==> src/rtl/mips_instr_issue.sv <==
// Program sequencer feeding MIPS_CPU.Instruction from a small loadable instruction memory.
// Optional ALU result capture is enabled by defining ISSUE_RESULT_CAPTURE_EN.
module mips_instr_issue #(
  parameter int DEPTH       = 16,
  parameter int ADDR_W      = 4,
  parameter int HOLD_CYCLES = 2
) (
  input  logic              CLK,
  input  logic              RST_N,
  input  logic              load_en,
  input  logic [ADDR_W-1:0] load_addr,
  input  logic [31:0]       load_data,
  input  logic              start,
  input  logic [ADDR_W:0]   prog_len,
  input  logic              stall,
`ifdef ISSUE_RESULT_CAPTURE_EN
  input  logic [31:0]       ALU_Result,
  output logic [31:0]       result_last,
  output logic [ADDR_W:0]   result_count,
`endif
  output logic [31:0]       Instruction,
  output logic              instr_valid,
  output logic [ADDR_W-1:0] pc,
  output logic              busy,
  output logic              done
);

  localparam int HOLD_W = (HOLD_CYCLES > 1) ? $clog2(HOLD_CYCLES) : 1;
  localparam logic [HOLD_W-1:0] HOLD_LAST = HOLD_W'(HOLD_CYCLES - 1);
  localparam logic [ADDR_W:0]   DEPTH_L   = (ADDR_W + 1)'(DEPTH);

  typedef enum logic [1:0] {
    S_IDLE  = 2'd0,
    S_ISSUE = 2'd1,
    S_DONE  = 2'd2
  } state_t;

  state_t            state_reg;
  logic [ADDR_W-1:0] pc_reg;
  logic [HOLD_W-1:0] hold_reg;
  logic [ADDR_W:0]   len_reg;
  logic [31:0]       instr_reg;
  logic              valid_reg;
  logic              busy_reg;
  logic              done_reg;

  logic [31:0] mem [DEPTH];

  logic [ADDR_W:0]   len_clamped;
  logic [ADDR_W:0]   len_last;
  logic [ADDR_W-1:0] pc_inc;
  logic [ADDR_W-1:0] rd_addr;
  logic              start_ok;
  logic              hold_end;

  assign len_clamped = (prog_len > DEPTH_L) ? DEPTH_L : prog_len;
  assign len_last    = len_reg - 1'b1;
  assign pc_inc      = pc_reg + 1'b1;
  // Single read port: address 0 when launching, otherwise the next word.
  assign rd_addr     = (state_reg == S_ISSUE) ? pc_inc : '0;
  assign start_ok    = (state_reg == S_IDLE) && start && !load_en;
  assign hold_end    = (state_reg == S_ISSUE) && !stall && (hold_reg == HOLD_LAST);

  // Memory has no reset so a program survives RST_N; writes only land in IDLE.
  always_ff @(posedge CLK) begin
    if ((state_reg == S_IDLE) && load_en) begin
      mem[load_addr] <= load_data;
    end
  end

  always_ff @(posedge CLK or negedge RST_N) begin
    if (!RST_N) begin
      state_reg <= S_IDLE;
      pc_reg    <= '0;
      hold_reg  <= '0;
      len_reg   <= '0;
      instr_reg <= '0;
      valid_reg <= 1'b0;
      busy_reg  <= 1'b0;
      done_reg  <= 1'b0;
    end else begin
      done_reg <= 1'b0;
      case (state_reg)
        S_IDLE: begin
          if (start_ok) begin
            len_reg  <= len_clamped;
            pc_reg   <= '0;
            hold_reg <= '0;
            if (len_clamped == '0) begin
              state_reg <= S_DONE;
              done_reg  <= 1'b1;
            end else begin
              state_reg <= S_ISSUE;
              busy_reg  <= 1'b1;
              valid_reg <= 1'b1;
              instr_reg <= mem[rd_addr];
            end
          end
        end
        S_ISSUE: begin
          if (hold_end) begin
            if ({1'b0, pc_reg} == len_last) begin
              state_reg <= S_DONE;
              busy_reg  <= 1'b0;
              valid_reg <= 1'b0;
              instr_reg <= '0;
              done_reg  <= 1'b1;
            end else begin
              pc_reg    <= pc_inc;
              hold_reg  <= '0;
              instr_reg <= mem[rd_addr];
            end
          end else if (!stall) begin
            hold_reg <= hold_reg + 1'b1;
          end
        end
        S_DONE: begin
          state_reg <= S_IDLE;
        end
        default: begin
          state_reg <= S_IDLE;
        end
      endcase
    end
  end

`ifdef ISSUE_RESULT_CAPTURE_EN
  logic [31:0]     result_last_reg;
  logic [ADDR_W:0] result_count_reg;

  // Capture on the final settled cycle of each word.
  always_ff @(posedge CLK or negedge RST_N) begin
    if (!RST_N) begin
      result_last_reg  <= '0;
      result_count_reg <= '0;
    end else if (start_ok) begin
      result_last_reg  <= '0;
      result_count_reg <= '0;
    end else if (hold_end) begin
      result_last_reg  <= ALU_Result;
      result_count_reg <= result_count_reg + 1'b1;
    end
  end

  assign result_last  = result_last_reg;
  assign result_count = result_count_reg;
`endif

  assign Instruction = instr_reg;
  assign instr_valid = valid_reg;
  assign pc          = pc_reg;
  assign busy        = busy_reg;
  assign done        = done_reg;

endmodule

==> config.mk <==
export PLATFORM = sky130hd
export DESIGN_NAME = mips_instr_issue
export DESIGN_NICKNAME = d
export VERILOG_FILES = /design/src/rtl/mips_instr_issue.sv
export SDC_FILE = /design/constraint.sdc
export NUM_CORES = 1
export LEC_CHECK = 0
export ABC_AREA = 1
export CAP_MARGIN = 15
export CORE_MARGIN = 3
export CORE_UTILIZATION = 63
export CTS_BUF_LIST = sky130_fd_sc_hd__clkbuf_4
export CTS_CLUSTER_DIAMETER = 200
export DETAILED_ROUTE_END_ITERATION = 6
export PLACE_DENSITY = 0.85
export SYNTH_ARGS = -nofsm -noshare
export SYNTH_HDL_FRONTEND = slang
export SYNTH_SLANG_ARGS = --single-unit
==> constraint.sdc <==
create_clock -name CLK -period 3 [get_ports CLK]
set_input_delay 0.6 -clock CLK [delete_from_list [all_inputs] [get_ports CLK]]
set_output_delay 0.6 -clock CLK [all_outputs]
set_load 0.05 [all_outputs]
# [Yosys cells after proc, flatten, opt, wreduce, memory -nomap -nowiden]
# Memories as Yosys holds them, arrays and structs flattened.
# Cells that the tools add are included.
[totals] reg_bits=46 mem_bits_rw=512 inputBits=46 word_cells=70 n_memories=1
[op_classes] n_addsub=3 order_cmp=1 n_eq_ne=9 mux=33 n_reduce_logical=16
[mem_list] name="mem" depth=16 width=32 rd=1 rd_clocked_by_memory_dff=0 write_ports=1 line_no="47" source="logic [31:0] mem [DEPTH];"
[op_table] op="$mux W32" n=4
[op_table] op="$pmux W32 S2" n=1
[op_table] op="$mux W4" n=4
[op_table] op="$mux W1" n=14
[op_table] op="$reduce_and A4 Y1" n=3
[op_table] op="$mux W2" n=4
[op_table] op="$ne A2 B2 Y1 const B" n=4
[op_table] op="$pmux W4 S2" n=1
[op_table] op="$ne A3 B3 Y1 const B" n=2
[op_table] op="$pmux W1 S2" n=3
[op_table] op="$eq A4 B5 Y1" n=1
[op_table] op="$gt A5 B5 Y1 const B" n=1
[op_table] op="$logic_and A1 B1 Y1" n=5
[op_table] op="$logic_not A5 Y1" n=1
[op_table] op="$mux W5" n=1
[op_table] op="$reduce_and A5 Y1" n=1
[op_table] op="$sub A5 B1 Y5 const B" n=1
[op_table] op="$add A4 B1 Y4 const B" n=1
[op_table] op="$pmux W2 S2" n=1
[op_table] op="$reduce_and A3 Y1" n=1
[op_table] op="$eq A2 B1 Y1 const B" n=1
[op_table] op="$logic_not A1 Y1" n=2
[op_table] op="$logic_not A2 Y1" n=1
[op_table] op="$ne A2 B1 Y1 const B" n=1
[op_table] op="3 further kinds" n=3

# [Depth between registers and ports, before layout]
[depth] word_depth=6 mapped_depth=13

# [Worst setup path before layout]
# Ideal clock, no wire load.
[synth_path] path_type="input -> register" startpoint="in load_en" endpoint="mem mem[0][0], enable pin" setup_time_ns=0.421 arrival_time_ns=2.342 slack_ns=0.237 path_stages=4 n_path_buf=0 path_cell_list="inv_1 -> nor2_1 -> nand3_1 -> nor2_1"
[synth_between] elab_chain_len=3
[synth_rtl] element="from (decl)" line_no="10" source="input logic load_en,"
[synth_rtl] element="$logic_and A1 B1 Y1" line_no="66" source="if ((state_reg == S_IDLE) && load_en) begin"
[synth_rtl] element="$mux W1" line_no="66"
[synth_rtl] element="$mux W1 (not written as such)" line_no="67" source="mem[load_addr] <= load_data;"
[synth_rtl] element="to (decl)" line_no="47"
# Every way passes these cells.

# [Worst setup path in the final report]
[layout_path] startpoint="reg pc_reg[0], in the netlist pc[0]" endpoint="out pc[0]"
[layout_rtl] element="from (decl)" line_no="39" source="logic [ADDR_W-1:0] pc_reg;"
[layout_rtl] element="from (signal assigned)" line_no="109" source="pc_reg <= pc_inc;"
[layout_rtl] element="to (decl)" line_no="23" source="output logic [ADDR_W-1:0] pc,"
# No word-level cell between the ends.

==> results.cfg <==
[worst_setup_path]
start_kind = flop
path_class = flop to primary output
cp_cell_sequence = clkdlybuf4s50_1
max_stage_delay_ns = 0.86
critPathTopFamily = buffers and inverters
critical_path_buf_inv_count = 1
cpMaxStageDelayCell = clkdlybuf4s50_1
critPathCaptureType = primary output
arrival_ns = 2.26
cp_max_fo = 23
cp.required_ns = 2.40

[clock_tree]
clkLatencyLatePin_ns = 0.84
htree_num_levels = 4
cts_resized = 0
cts.clk_slew.worst_paths_ns = 0.06
numCtsBuffers = 140
cts_tree = yes
clock_path_buffers = 3
cts.sink_count = 558
cts_root_buf = clkbuf_4

[floorplanning]
fp.dieW_um = 198
die_h_um = 198
rows = 69
io_pins = 85
coreArea_um2 = 35900
start_util_pct = 64.4
die_area_um2 = 39100

[sta]
drv_slew = 0
setup_viol = 0
post-route-period-util_pct = 95.4
relSlewSlack_pct = 37.0
rsz0062_at_grt = false
fin_worst_skew_ns = 0.0553
worst_hold_slack_ns = 0.140
fmax_ghz = 0.349
tightest_slew_ns = 0.945
period_minus_slack_ns = 2.86
setup_tns_ns = 0
final-hold-violation-count = 0

[place]
port_buffers = 84
gp_congestion = 0.830
hpwl_um = 31400

[power]
irDropWorstVdd_mv = 0.716
p_leak_nw = 11.0
powerDensity_nw_per_um2 = 997

[detailed_routing]
drc = 0
wire_per_inst_um = 20.2
drtIter0Drc = 2060
drt_pass1_iterations = 6
finalWirelength_um = 58000
ant_nets = 0
vias = 16900
routed_via_density = 5.89

[yosys]
synthFlopType = edfxtp_1
syn_area_um2 = 23100
synth.yosys.seq_area_share_pct = 71.4
syn_avg_cell_area_um2 = 10.8
synthDistinctLibCells = 21
synth_nets = 2188
synth_edf_count = 512
yosys_warnings = 0
ys_ff_latch = 558
syn_inst = 2140
synthArstFlopShare_pct = 8.24

[final_layout]
final_common_cell = nand2_1
layout_common_cells = 713 x nand2_1, 512 x edfxtp_1, 365 x nand3_1, 221 x clkbuf_4, 163 x inv_1
n_fill_cell = 2133
layout.nets = 2350
area_delta_synth_final_pct = 15.7
drive_above_1_share_pct = 12.9
largest_reg_flops = 512

[global_routing]
antenna_found_initial = 2
grt_pass1_vias = 17500
grt_pass1_wl_um = 89600
overflow = 0
grt_usage_pct = 29.9
grt_max_degree = 72

[hold_path]
hold_class = input pin to async pin

[status]
outcome = complete, no violations

[job]
maxCapViolations = 0
-- final timing paths --
| kind | start | to | slack, ns | depth (start not counted) |
|---|---|---|---|---|
| setup / recovery | pc[0] | pc[0] | 0.14 | 1 |
| min in group CLK | prog_len[2] | len_reg[2] | 0.40 | 3 |
| setup reg to reg | pc[0] | Instruction[14] | 0.44 | 8 |
| hold reg to reg | Instruction[10] | Instruction[10] | 0.48 | 2 |
| hold / removal | RST_N | len_reg[2] | 0.14 | 2 |
| max in group asynchronous | RST_N | Instruction[23] | 2.28 | 3 |
-- synth_stat cells, types with 3 or more instances --
library cell	n	area [um^2]
nand2_1	713	2680
edfxtp_1	512	15400
nand3_1	367	1840
nor2_1	166	623
inv_1	163	612
buf_2	76	380
dfrtp_1	46	1150
clkbuf_1	33	124
o21ai_1	32	160
o21ai_0	8	40.0
o22ai_1	5	31.3
nor2_2	4	25.0
buf_4	3	22.5
inv_2	3	11.3
-- repair_timing --
item / 4_1_cts / 5_1_grt
hold endpoints to repair: 46 / 0
hold buffers: 1 / 0
setup buffers: 0 / 0
-- through the flow --
step | setup slack (ns) | power [mW] | cell area [um^2] | utilization (%) | instances
finish | 0.139 | 26.7 | 26800 | 74.6 | 2876
global route | 0.0473 | 28.2 | 26800 | 74.6 | 2876
CTS | 0.105 | 26.6 | 26800 | 74.5 | 2874
detailed placement | 0.329 | 19.9 | 24900 | 69.2 | 2620
global placement | 0.383 | 19.3 | 24900 | 69.2 | 2620
floorplan | 0.237 | 16.6 | 23100 | - | 2140
-- cells by family (layout without fill, tap and decap cells) --
logic type	after synthesis	after routing	share of synthesized area [%]
AOI/OAI and AO/OA	46	46	1.02
adders and majority gates	2	2	0.108
buffers and inverters	280	553	5.03
DFF	558	558	71.4
other	0	2	0
and+or+nand+nor	1254	1254	22.4
-- metal layers --
metal  global-route usage, %  vias up  share of wire (%)
met1                    37.2     7956                 35
met5                       0        -                  0
met4                    13.8        0                3.3
met2                    51.6     1204                 51
li1                        -     7595                  -
met3                    5.63      190                 11
-- where the power goes --
| group | switching (mW) | internal (mW) |
|---|---|---|
| Sequential | 0.253 | 8.76 |
| Combinational | 7.67 | 3.31 |
| Clock | 3.00 | 3.69 |
-- cell type report --
type | count | area [um^2] | share of cell area (%)
sequential | 558 | 16500 | 61.7
multi-input combinational | 1302 | 5610 | 21.0
clock buffer | 221 | 1660 | 6.20
timing repair buffer | 134 | 1530 | 5.70
inverter | 166 | 623 | 2.33
tap | 461 | 577 | 2.15
clock inverter | 32 | 244 | 0.911
antenna | 2 | 5.00 | 0.0187
-- worst reg2reg max path, delay by kind of cell (launching register included) --
family                     cells  cell delay, ns
AOI/OAI and AO/OA              1            0.07
adders and majority gates      1            0.41
buffers and inverters          1            0.38
DFF                            1            0.61
and+or+nand+nor                5            0.97
(Power assumes the default switching activity.)
